--- config.mk ---
export PLATFORM = sky130hd
export DESIGN_NAME = key_debounce
export DESIGN_NICKNAME = d
export VERILOG_FILES = /design/src/rtl/key_pkg.sv /design/src/rtl/key_debounce_ch.sv /design/src/rtl/key_debounce.sv
export SDC_FILE = /design/constraint.sdc
export NUM_CORES = 1
export LEC_CHECK = 0
export ABC_CLOCK_PERIOD_IN_PS = 2500
export BUFFER_PORTS_ARGS = -buffer_cell sky130_fd_sc_hd__buf_2
export CORE_ASPECT_RATIO = 1.5
export CORE_MARGIN = 2
export CORE_UTILIZATION = 37
export DETAILED_ROUTE_END_ITERATION = 10
export SYNTH_ARGS = -nofsm -noshare
export SYNTH_HDL_FRONTEND = slang
export SYNTH_SLANG_ARGS = --single-unit
--- constraint.sdc ---
create_clock -name vga_clk -period 2.5 [get_ports vga_clk]
set_input_delay 0 -clock vga_clk [delete_from_list [all_inputs] [get_ports vga_clk]]
set_output_delay 0 -clock vga_clk [all_outputs]
set_load 0.01 [all_outputs]
--- src/rtl/key_pkg.sv ---
// Shared types, default 25 MHz timing constants and width helpers for the key debouncer.
package key_pkg;

    typedef enum logic [1:0] {
        StIdle,
        StPressWait,
        StPressed,
        StReleaseWait
    } key_state_e;

    localparam int unsigned DefNumKeys        = 4;
    localparam int unsigned DefDebounceCyc    = 500000;
    localparam int unsigned DefRepeatEn       = 1;
    localparam int unsigned DefRepeatDelayCyc = 12500000;
    localparam int unsigned DefRepeatRateCyc  = 2500000;

    // Width of a counter that must hold 0 .. n-1; never narrower than one bit.
    function automatic int unsigned cnt_width(input int unsigned n);
        return (n <= 2) ? 1 : $clog2(n);
    endfunction

    function automatic int unsigned max2(input int unsigned a, input int unsigned b);
        return (a > b) ? a : b;
    endfunction

endpackage

--- src/rtl/key_debounce_ch.sv ---
// One key channel: two-flop synchroniser, debounce FSM and hold-to-repeat timer.
module key_debounce_ch
    import key_pkg::*;
#(
    parameter int unsigned DEBOUNCE_CYC     = DefDebounceCyc,
    parameter int unsigned REPEAT_EN        = DefRepeatEn,
    parameter int unsigned REPEAT_DELAY_CYC = DefRepeatDelayCyc,
    parameter int unsigned REPEAT_RATE_CYC  = DefRepeatRateCyc
) (
    input  logic vga_clk,
    input  logic vga_rst_n,
    input  logic key_raw,
    output logic key_level,
    output logic key_press,
    output logic key_release
);

    localparam int unsigned CntW  = cnt_width(DEBOUNCE_CYC);
    localparam int unsigned RcntW = cnt_width(max2(REPEAT_DELAY_CYC, REPEAT_RATE_CYC));

    localparam logic [CntW-1:0]  DebLast   = CntW'(DEBOUNCE_CYC - 1);
    localparam logic [RcntW-1:0] DelayLast = RcntW'(REPEAT_DELAY_CYC - 1);
    localparam logic [RcntW-1:0] RateLast  = RcntW'(REPEAT_RATE_CYC - 1);

    logic             sync_meta_q, sync_q;
    logic             pressed;
    key_state_e       state_q, state_d;
    logic [CntW-1:0]  cnt_q, cnt_d;
    logic [RcntW-1:0] rcnt_q, rcnt_d;
    logic             first_q, first_d;
    logic             level_q, level_d;
    logic             press_q, press_d;
    logic             release_q, release_d;

    // Raw pin is active-low; stages reset to 1 so reset looks like "released".
    assign pressed = ~sync_q;

    always_ff @(posedge vga_clk or negedge vga_rst_n) begin
        if (!vga_rst_n) begin
            sync_meta_q <= 1'b1;
            sync_q      <= 1'b1;
            state_q     <= StIdle;
            cnt_q       <= '0;
            rcnt_q      <= '0;
            first_q     <= 1'b0;
            level_q     <= 1'b0;
            press_q     <= 1'b0;
            release_q   <= 1'b0;
        end else begin
            sync_meta_q <= key_raw;
            sync_q      <= sync_meta_q;
            state_q     <= state_d;
            cnt_q       <= cnt_d;
            rcnt_q      <= rcnt_d;
            first_q     <= first_d;
            level_q     <= level_d;
            press_q     <= press_d;
            release_q   <= release_d;
        end
    end

    always_comb begin
        state_d   = state_q;
        cnt_d     = cnt_q;
        rcnt_d    = rcnt_q;
        first_d   = first_q;
        level_d   = level_q;
        press_d   = 1'b0;
        release_d = 1'b0;
        case (state_q)
            StIdle: begin
                if (pressed) begin
                    state_d = StPressWait;
                    cnt_d   = '0;
                end
            end
            StPressWait: begin
                if (!pressed) begin
                    state_d = StIdle;
                end else if (cnt_q == DebLast) begin
                    state_d = StPressed;
                    level_d = 1'b1;
                    press_d = 1'b1;
                    rcnt_d  = '0;
                    first_d = 1'b1;
                end else begin
                    cnt_d = cnt_q + 1'b1;
                end
            end
            StPressed: begin
                if (!pressed) begin
                    state_d = StReleaseWait;
                    cnt_d   = '0;
                end else if (REPEAT_EN != 0) begin
                    if (first_q && rcnt_q == DelayLast) begin
                        press_d = 1'b1;
                        rcnt_d  = '0;
                        first_d = 1'b0;
                    end else if (!first_q && rcnt_q == RateLast) begin
                        press_d = 1'b1;
                        rcnt_d  = '0;
                    end else begin
                        rcnt_d = rcnt_q + 1'b1;
                    end
                end
            end
            StReleaseWait: begin
                // A bounce back to pressed resumes repeat timing from the held rcnt.
                if (pressed) begin
                    state_d = StPressed;
                end else if (cnt_q == DebLast) begin
                    state_d   = StIdle;
                    level_d   = 1'b0;
                    release_d = 1'b1;
                end else begin
                    cnt_d = cnt_q + 1'b1;
                end
            end
            default: state_d = StIdle;
        endcase
    end

    assign key_level   = level_q;
    assign key_press   = press_q;
    assign key_release = release_q;

endmodule

--- src/rtl/key_debounce.sv ---
// Push-button conditioning: one independent debounce channel per key plus an any-key flag.
module key_debounce
    import key_pkg::*;
#(
    parameter int unsigned NUM_KEYS         = DefNumKeys,
    parameter int unsigned DEBOUNCE_CYC     = DefDebounceCyc,
    parameter int unsigned REPEAT_EN        = DefRepeatEn,
    parameter int unsigned REPEAT_DELAY_CYC = DefRepeatDelayCyc,
    parameter int unsigned REPEAT_RATE_CYC  = DefRepeatRateCyc
) (
    input  logic                vga_clk,
    input  logic                vga_rst_n,
    input  logic [NUM_KEYS-1:0] key_raw,
    output logic [NUM_KEYS-1:0] key_level,
    output logic [NUM_KEYS-1:0] key_press,
    output logic [NUM_KEYS-1:0] key_release,
    output logic                key_any
);

    for (genvar i = 0; i < NUM_KEYS; i++) begin : g_ch
        key_debounce_ch #(
            .DEBOUNCE_CYC     (DEBOUNCE_CYC),
            .REPEAT_EN        (REPEAT_EN),
            .REPEAT_DELAY_CYC (REPEAT_DELAY_CYC),
            .REPEAT_RATE_CYC  (REPEAT_RATE_CYC)
        ) u_ch (
            .vga_clk     (vga_clk),
            .vga_rst_n   (vga_rst_n),
            .key_raw     (key_raw[i]),
            .key_level   (key_level[i]),
            .key_press   (key_press[i]),
            .key_release (key_release[i])
        );
    end

    assign key_any = |key_level;

endmodule

# --- Yosys cells after proc, flatten, opt, wreduce, memory -nomap -nowiden ---
# Cells that the tools add are included.
word_totals:
  output_inout_bits: 13
  register_bits: 204
  input_bits: 6
  wordCells: 293
classes:
  mux: 140
  n_eq_ne: 64
  n_addsub: 8
  reduce_logical: 45
ops:
  columns: ["operator", "n"]
  rows:
  - ["$mux W24", 20]
  - ["$mux W19", 20]
  - ["$pmux W19 S4", 4]
  - ["$pmux W24 S2", 4]
  - ["$add A24 B1 Y24 const B", 4]
  - ["$eq A24 B22 Y1 const B", 4]
  - ["$eq A24 B24 Y1 const B", 4]
  - ["$add A19 B1 Y19 const B", 4]
  - ["$eq A19 B19 Y1 const B", 4]
  - ["$mux W1", 52]
  - ["$mux W2", 24]
  - ["$reduce_and A4 Y1", 12]
  - ["$ne A2 B1 Y1 const B", 20]
  - ["$reduce_and A5 Y1", 8]
  - ["$pmux W2 S4", 4]
  - ["$ne A2 B2 Y1 const B", 12]
  - ["$pmux W1 S2", 12]
  - ["$eq A2 B2 Y1 const B", 8]
  - ["$reduce_bool A2 Y1", 8]
  - ["$ne A3 B1 Y1 const B", 4]
  - ["$ne A3 B3 Y1 const B", 4]
  - ["$eq A2 B1 Y1 const B", 4]
  - ["$logic_and A1 B1 Y1", 8]
  - ["$logic_not A2 Y1", 4]
  - ["2 further kinds", 5]

# --- Longest topological paths before layout ---
logic_depth:
  depth_word: 6
  depth_mapped: 10
  mapped_depth_nobuf: 7

# --- Modules after synthesis ---
# A second synthesis with hierarchy kept.
hier_totals:
  hier_cells: 1321
  area_unflattened_um2: 11723.7
modules_own_cells:
  columns: ["module", "cells_each", "n_inst", "seq_area_each_um2", "area_per_inst_um2"]
  rows:
  - ["key_debounce_ch (g_ch[0].u_ch ...)", 325, 3, 1278.7, 2882.8]
  - ["key_debounce_ch (g_ch[3].u_ch)", 345, 1, 1278.7, 3067.9]
  - ["key_debounce", 1, 1, 0.0, 7.5]

# --- Worst setup path before layout ---
# OpenSTA, ideal clock, no wires.
synth_timing:
  path_kind: "reg-to-reg"
  from: "register g_ch[3].u_ch.cnt_q[7]"
  to: "register g_ch[3].u_ch.rcnt_q[23]"
  n_path_buf: 1
  t_required_ns: 2.427
  path_stages_with_launch: 7
  setup_ns: 0.073
  period_less_slack_ns: 2.517
  slack_ns: -0.017
  t_arrival_ns: 2.444
  path_cell_list: "dfrtp_1 > or4b_1 > or4_4 > o21a_1 > buf_6 > or4_4 > a21oi_2"
synth_between:
  elab_chain_cells: 3
synth_lines:
  columns: ["item", "line", "rtl"]
  rows:
  - ["start: declaration", "key_debounce_ch.sv:28", "logic [CntW-1:0] cnt_q, cnt_d;"]
  - ["start signal: assignment", "key_debounce_ch.sv:53", "cnt_q <= cnt_d;"]
  - ["$eq A19 B19 Y1", "key_debounce_ch.sv:80", "end else if (cnt_q == DebLast) begin"]
  - ["$ne A2 B1 Y1 (no source line)", null, null]
  - ["$reduce_and A4 Y1 (no source line)", null, null]
  - ["end signal: assignment", "key_debounce_ch.sv:54", "rcnt_q <= rcnt_d;"]
  - ["end: declaration", "key_debounce_ch.sv:29", "logic [RcntW-1:0] rcnt_q, rcnt_d;"]
# Every way passes these cells.
# A chain may end at the register's enable or synchronous reset.

# --- Final worst setup path ---
layout_timing:
  from: "register g_ch[3].u_ch.cnt_q[11]"
  to: "register g_ch[3].u_ch.rcnt_q[20]"
# Same word-level chain as after synthesis.

==> impl_summary.md <==
Status
The run finished, with violations left. The final reports fail on setup timing.

Cells and area
Of the cells placed in the final design, the portion with a size suffix greater than 1 is 0.139. The area added between synthesis and finish is 16.7%. At the end of the flow, the number of nets in the layout was 1423. Summing all non-filler instances in the final layout gives an area of ~14000 um2. The finished layout holds around 1800 standard cells, fillers aside. The count of antenna diodes in the layout is 0. Leaving out fill and tap cells, the most frequent cell in the layout is dfrtp_1. In the layout the commonest cells are 196 x dfrtp_1, 101 x nand2_1, 95 x o21ai_0.

Placed design
Routability-driven placement finished with a final weighted congestion of between 0.8 and 0.9. The number of cells in the design after placement is roughly 1800. The HPWL after detailed placement is 20500 um. After detailed placement, the total cell area comes to approximately 13000 um2. In this run the tool buffered the top-level ports with 18 buffer cells.

STA
The smallest clock period supported by the final layout is computed as 2.52 ns. The maximum frequency from static timing analysis is about 400 MHz. The hold violation total from the final report is 0. In the finished design, the share of the clock period the worst path needs comes to 1.01.

Across the routed clock network, the largest skew measured is 0.00970 ns. Setup repair after global routing could not meet its margin everywhere. The actual transition at the worst max-transition pin is between 0.6 and 0.7 ns.

Setup violations remaining at the end of the flow were counted as 3. The worst pin sits at a relative slew slack of 0.566. The worst setup margin is -0.0210 ns. The number of slew-limit violations in the final report is 0.

Worst setup path
The endpoint class of the critical path is a flop. The maximum fanout along the worst path is 6. The data arrival time of the critical path is about 3 ns.

Data on the critical path is required at its endpoint by slightly below 3 ns. The critical path goes through or4b_1, or4_4, o21a_4, buf_12, or4_4, a21oi_2. The delay of the slowest cell on the worst path is 0.54 ns. Among the stages of the critical path, the cell type that occurs most often is or4_4.

The type of origin of the critical path is a flop. On the critical path, the stage with the largest delay is an instance of or4_4. The type of the worst setup path is flop to flop.

GRT
The via count of the first global-routing pass came to ~11000. For this run, the total global-route usage over all layers was measured as 0.180. The first global-routing pass estimated about 51000 um of wire.

The aggregate global routing overflow is 0. Entering global routing, the biggest net connects 69 pins. The initial antenna violation count is 0.

Synth
The synthesized netlist occupies a cell area of 11900 um2. The async set-or-reset flop fraction in the synthesized netlist is 1.00. The distinct cell type count of the synthesized netlist is between 70 and 80. Synthesis produced a netlist whose cell count is about 1300.

Counting flops and latches in the post-synthesis netlist gives around 200. The number of warnings issued by yosys is 0. Each instance of the synthesized netlist takes up on average slightly below 9 um2.

The sequential area share after synthesis is 0.431. Among all flip-flop cells after synthesis, the most frequent one is dfrtp_1. The number of nets handed over by synthesis was between 1000 and 1500. The synthesized design contains 0 enable-type register cells.

Floorplan
The floorplan has 80 rows. From left edge to right edge, the die measures between 150 and 200 um. The overall die area is 33600 um2.

The initial utilization of the core area, before any placement, comes to 0.374. The floorplan step defined a core boundary enclosing 31700 um2. The die is 223 um tall. The I/O pin count is 19.

Detailed routing
The count of nets left with antenna violations once routing finished came out at 0. After detailed routing, the number of remaining DRC violations is 0. Before antenna repair, the detailed router went through 5 iterations. In the final routed layout, each cell accounts on average for ~16 um. The average vias per placed instance is approximately 5.8. Wires add up to a little under 30000 um. The starting DRC count in detailed routing is between 500 and 600. The detailed router placed between 10000 and 15000 vias in this run.

Hold path
The tightest min-delay check is of the input pin to async pin type.

Clock tree
The buffer depth of the longest clock path is 3. In this run the number of H-tree levels came out at 1. The TritonCTS clock tree is built.

The clock network latency to the later pin of the worst-skew pair is around 0.52 ns. The number of clock buffers inserted by TritonCTS is 24. Clock-pin slew was measured on the worst setup and hold paths at 0.06 ns. The number of sinks on the clock net is 204. Clock tree synthesis selected as its root buffer the cell clkbuf_16.

Job
Across the run, the number of max-cap violations was 0.

Pwr
VDD sags by at most around 0.47 mV. In this run the static leakage power is roughly 5.4 nW. Power spread over the standard cell area amounts to approximately 760 nW/um2.
[Yosys cell counts, drive strengths merged (8+ instances only)]
| library cell | number | area share |
|---|---|---|
| nand2 | 101 | 0.032 |
| and2 | 14 | 0.0074 |
| ha | 24 | 0.025 |
| o22ai | 18 | 0.0095 |
| o21ai | 97 | 0.041 |
| clkbuf | 58 | 0.018 |
| nor2 | 68 | 0.022 |
| a31oi | 27 | 0.014 |
| or3 | 64 | 0.034 |
| xnor2 | 21 | 0.015 |
| dfrtp | 196 | 0.41 |
| nor4 | 15 | 0.0079 |
| and4 | 23 | 0.017 |
| nand2b | 15 | 0.0079 |
| nand4 | 57 | 0.030 |
| nor4b | 13 | 0.010 |
| nor4bb | 9 | 0.0076 |
| inv | 49 | 0.015 |
| buf | 20 | 0.011 |
| a21oi | 95 | 0.040 |
| and3 | 34 | 0.018 |
| or4 | 35 | 0.023 |
| nand3 | 78 | 0.033 |
| dfstp | 8 | 0.018 |
| o2111ai | 9 | 0.0066 |
| or2 | 10 | 0.0053 |
| o31ai | 40 | 0.025 |
| nor3 | 17 | 0.0072 |
[critical path, delay by kind of cell (launching register included)]
kind | cells | cell delay, ns
simple gates | 3 | 1.55
flops | 1 | 0.38
buf+inv | 1 | 0.14
compound gates | 2 | 0.39
[metrics by stage]
| step | worst slack [ns] | TNS, ns | hold WS, ns | utilization | power [mW] |
|---|---|---|---|---|---|
| finish | -0.0210 | -0.0280 | 0.0169 | 0.437 | 10.6 |
| floorplan | 0.00175 | 0 | -0.296 | - | 5.79 |
| detailed placement | -0.0616 | -0.126 | -0.000997 | 0.404 | 6.86 |
| global placement | -0.00725 | -0.00725 | 0.00380 | 0.404 | 6.83 |
| global route | -0.0726 | -0.848 | 0.0610 | 0.437 | 11.3 |
| CTS | -0.0344 | -0.0562 | 0.0324 | 0.433 | 10.7 |
[flip-flops by register name (all words and copies together), names as in the netlist, named ones only]
name / count
g_ch.u_ch.cnt_q: 76
g_ch.u_ch.rcnt_q: 96
g_ch.u_ch.sync_meta_q: 4
g_ch.u_ch.sync_q: 4
g_ch.u_ch.key_press: 4
g_ch.u_ch.state_q: 4
g_ch.u_ch.first_q: 4
g_ch.u_ch.key_release: 4
g_ch.u_ch.key_level: 4
[worst paths after layout]
check	startpoint	end	slack, ns	cells past startpoint
worst max-delay path	g_ch[3].u_ch.cnt_q[11]$_DFFE_PN0P_	g_ch[3].u_ch.rcnt_q[20]$_DFFE_PN0P_	-0.02	6
worst min-delay path	vga_rst_n	g_ch[3].u_ch.rcnt_q[8]$_DFFE_PN0P_	0.02	2
worst max register to register	g_ch[3].u_ch.cnt_q[11]$_DFFE_PN0P_	g_ch[3].u_ch.rcnt_q[20]$_DFFE_PN0P_	-0.02	6
worst min register to register	g_ch[2].u_ch.sync_meta_q$_DFF_PN1_	g_ch[2].u_ch.sync_q$_DFF_PN1_	0.35	0
max in group asynchronous	vga_rst_n	g_ch[1].u_ch.cnt_q[9]$_DFFE_PN0P_	1.69	3
min in group vga_clk	key_raw[3]	g_ch[3].u_ch.sync_meta_q$_DFF_PN1_	0.12	2
[area by class of cell]
| class | count | area (um2) |
|---|---|---|
| clock inverter | 6 | 105 |
| multi-input combinational | 1003 | 6300 |
| fill | 3090 | 17900 |
| tap | 410 | 513 |
| clock buffer | 37 | 731 |
| timing repair buffer | 111 | 907 |
| sequential | 204 | 5110 |
| inverter | 49 | 184 |
[metal layers]
| layer | part of all wire | up-vias | wire (um) | global-route usage |
|---|---|---|---|---|
| met5 | 0 | - | 0 | 0 |
| met3 | 0.029 | 49 | 853 | 0.0200 |
| met2 | 0.52 | 165 | 15300 | 0.327 |
| met4 | 0.023 | 0 | 684 | 0.0569 |
| met1 | 0.43 | 5174 | 12700 | 0.220 |
| li1 | - | 5188 | - | - |
[kinds of logic (layout without fill, tap and decap cells)]
| logic type | after synthesis | after routing | synth area share |
|---|---|---|---|
| and+or+nand+nor | 585 | 585 | 0.284 |
| AOI/OAI and AO/OA | 359 | 359 | 0.188 |
| DFF | 204 | 204 | 0.431 |
| buffers and inverters | 127 | 203 | 0.0449 |
| xor gates and xnor gates | 28 | 28 | 0.0207 |
| adders and majority gates | 24 | 24 | 0.0253 |
| muxes | 7 | 7 | 0.00622 |
[power breakdown]
group          internal (mW)  leakage, nW  total (mW)  switching, mW
Combinational           1.15         2.27        3.18           2.03
Sequential              3.50         2.77        3.71          0.212
Clock                   2.31        0.412        3.70           1.39
Total                   6.95         5.45        10.6           3.63
[timing repair]
item                                    CTS  global route
gates cloned                              1             2
hold endpoints to repair                184             0
resized for setup                         3            21
buffers inserted                          0             2
endpoints found under the setup margin   10            44
pin swaps                                 7            11
hold buffers                              5             0
Note: power is estimated with default switching activity, not from simulation.
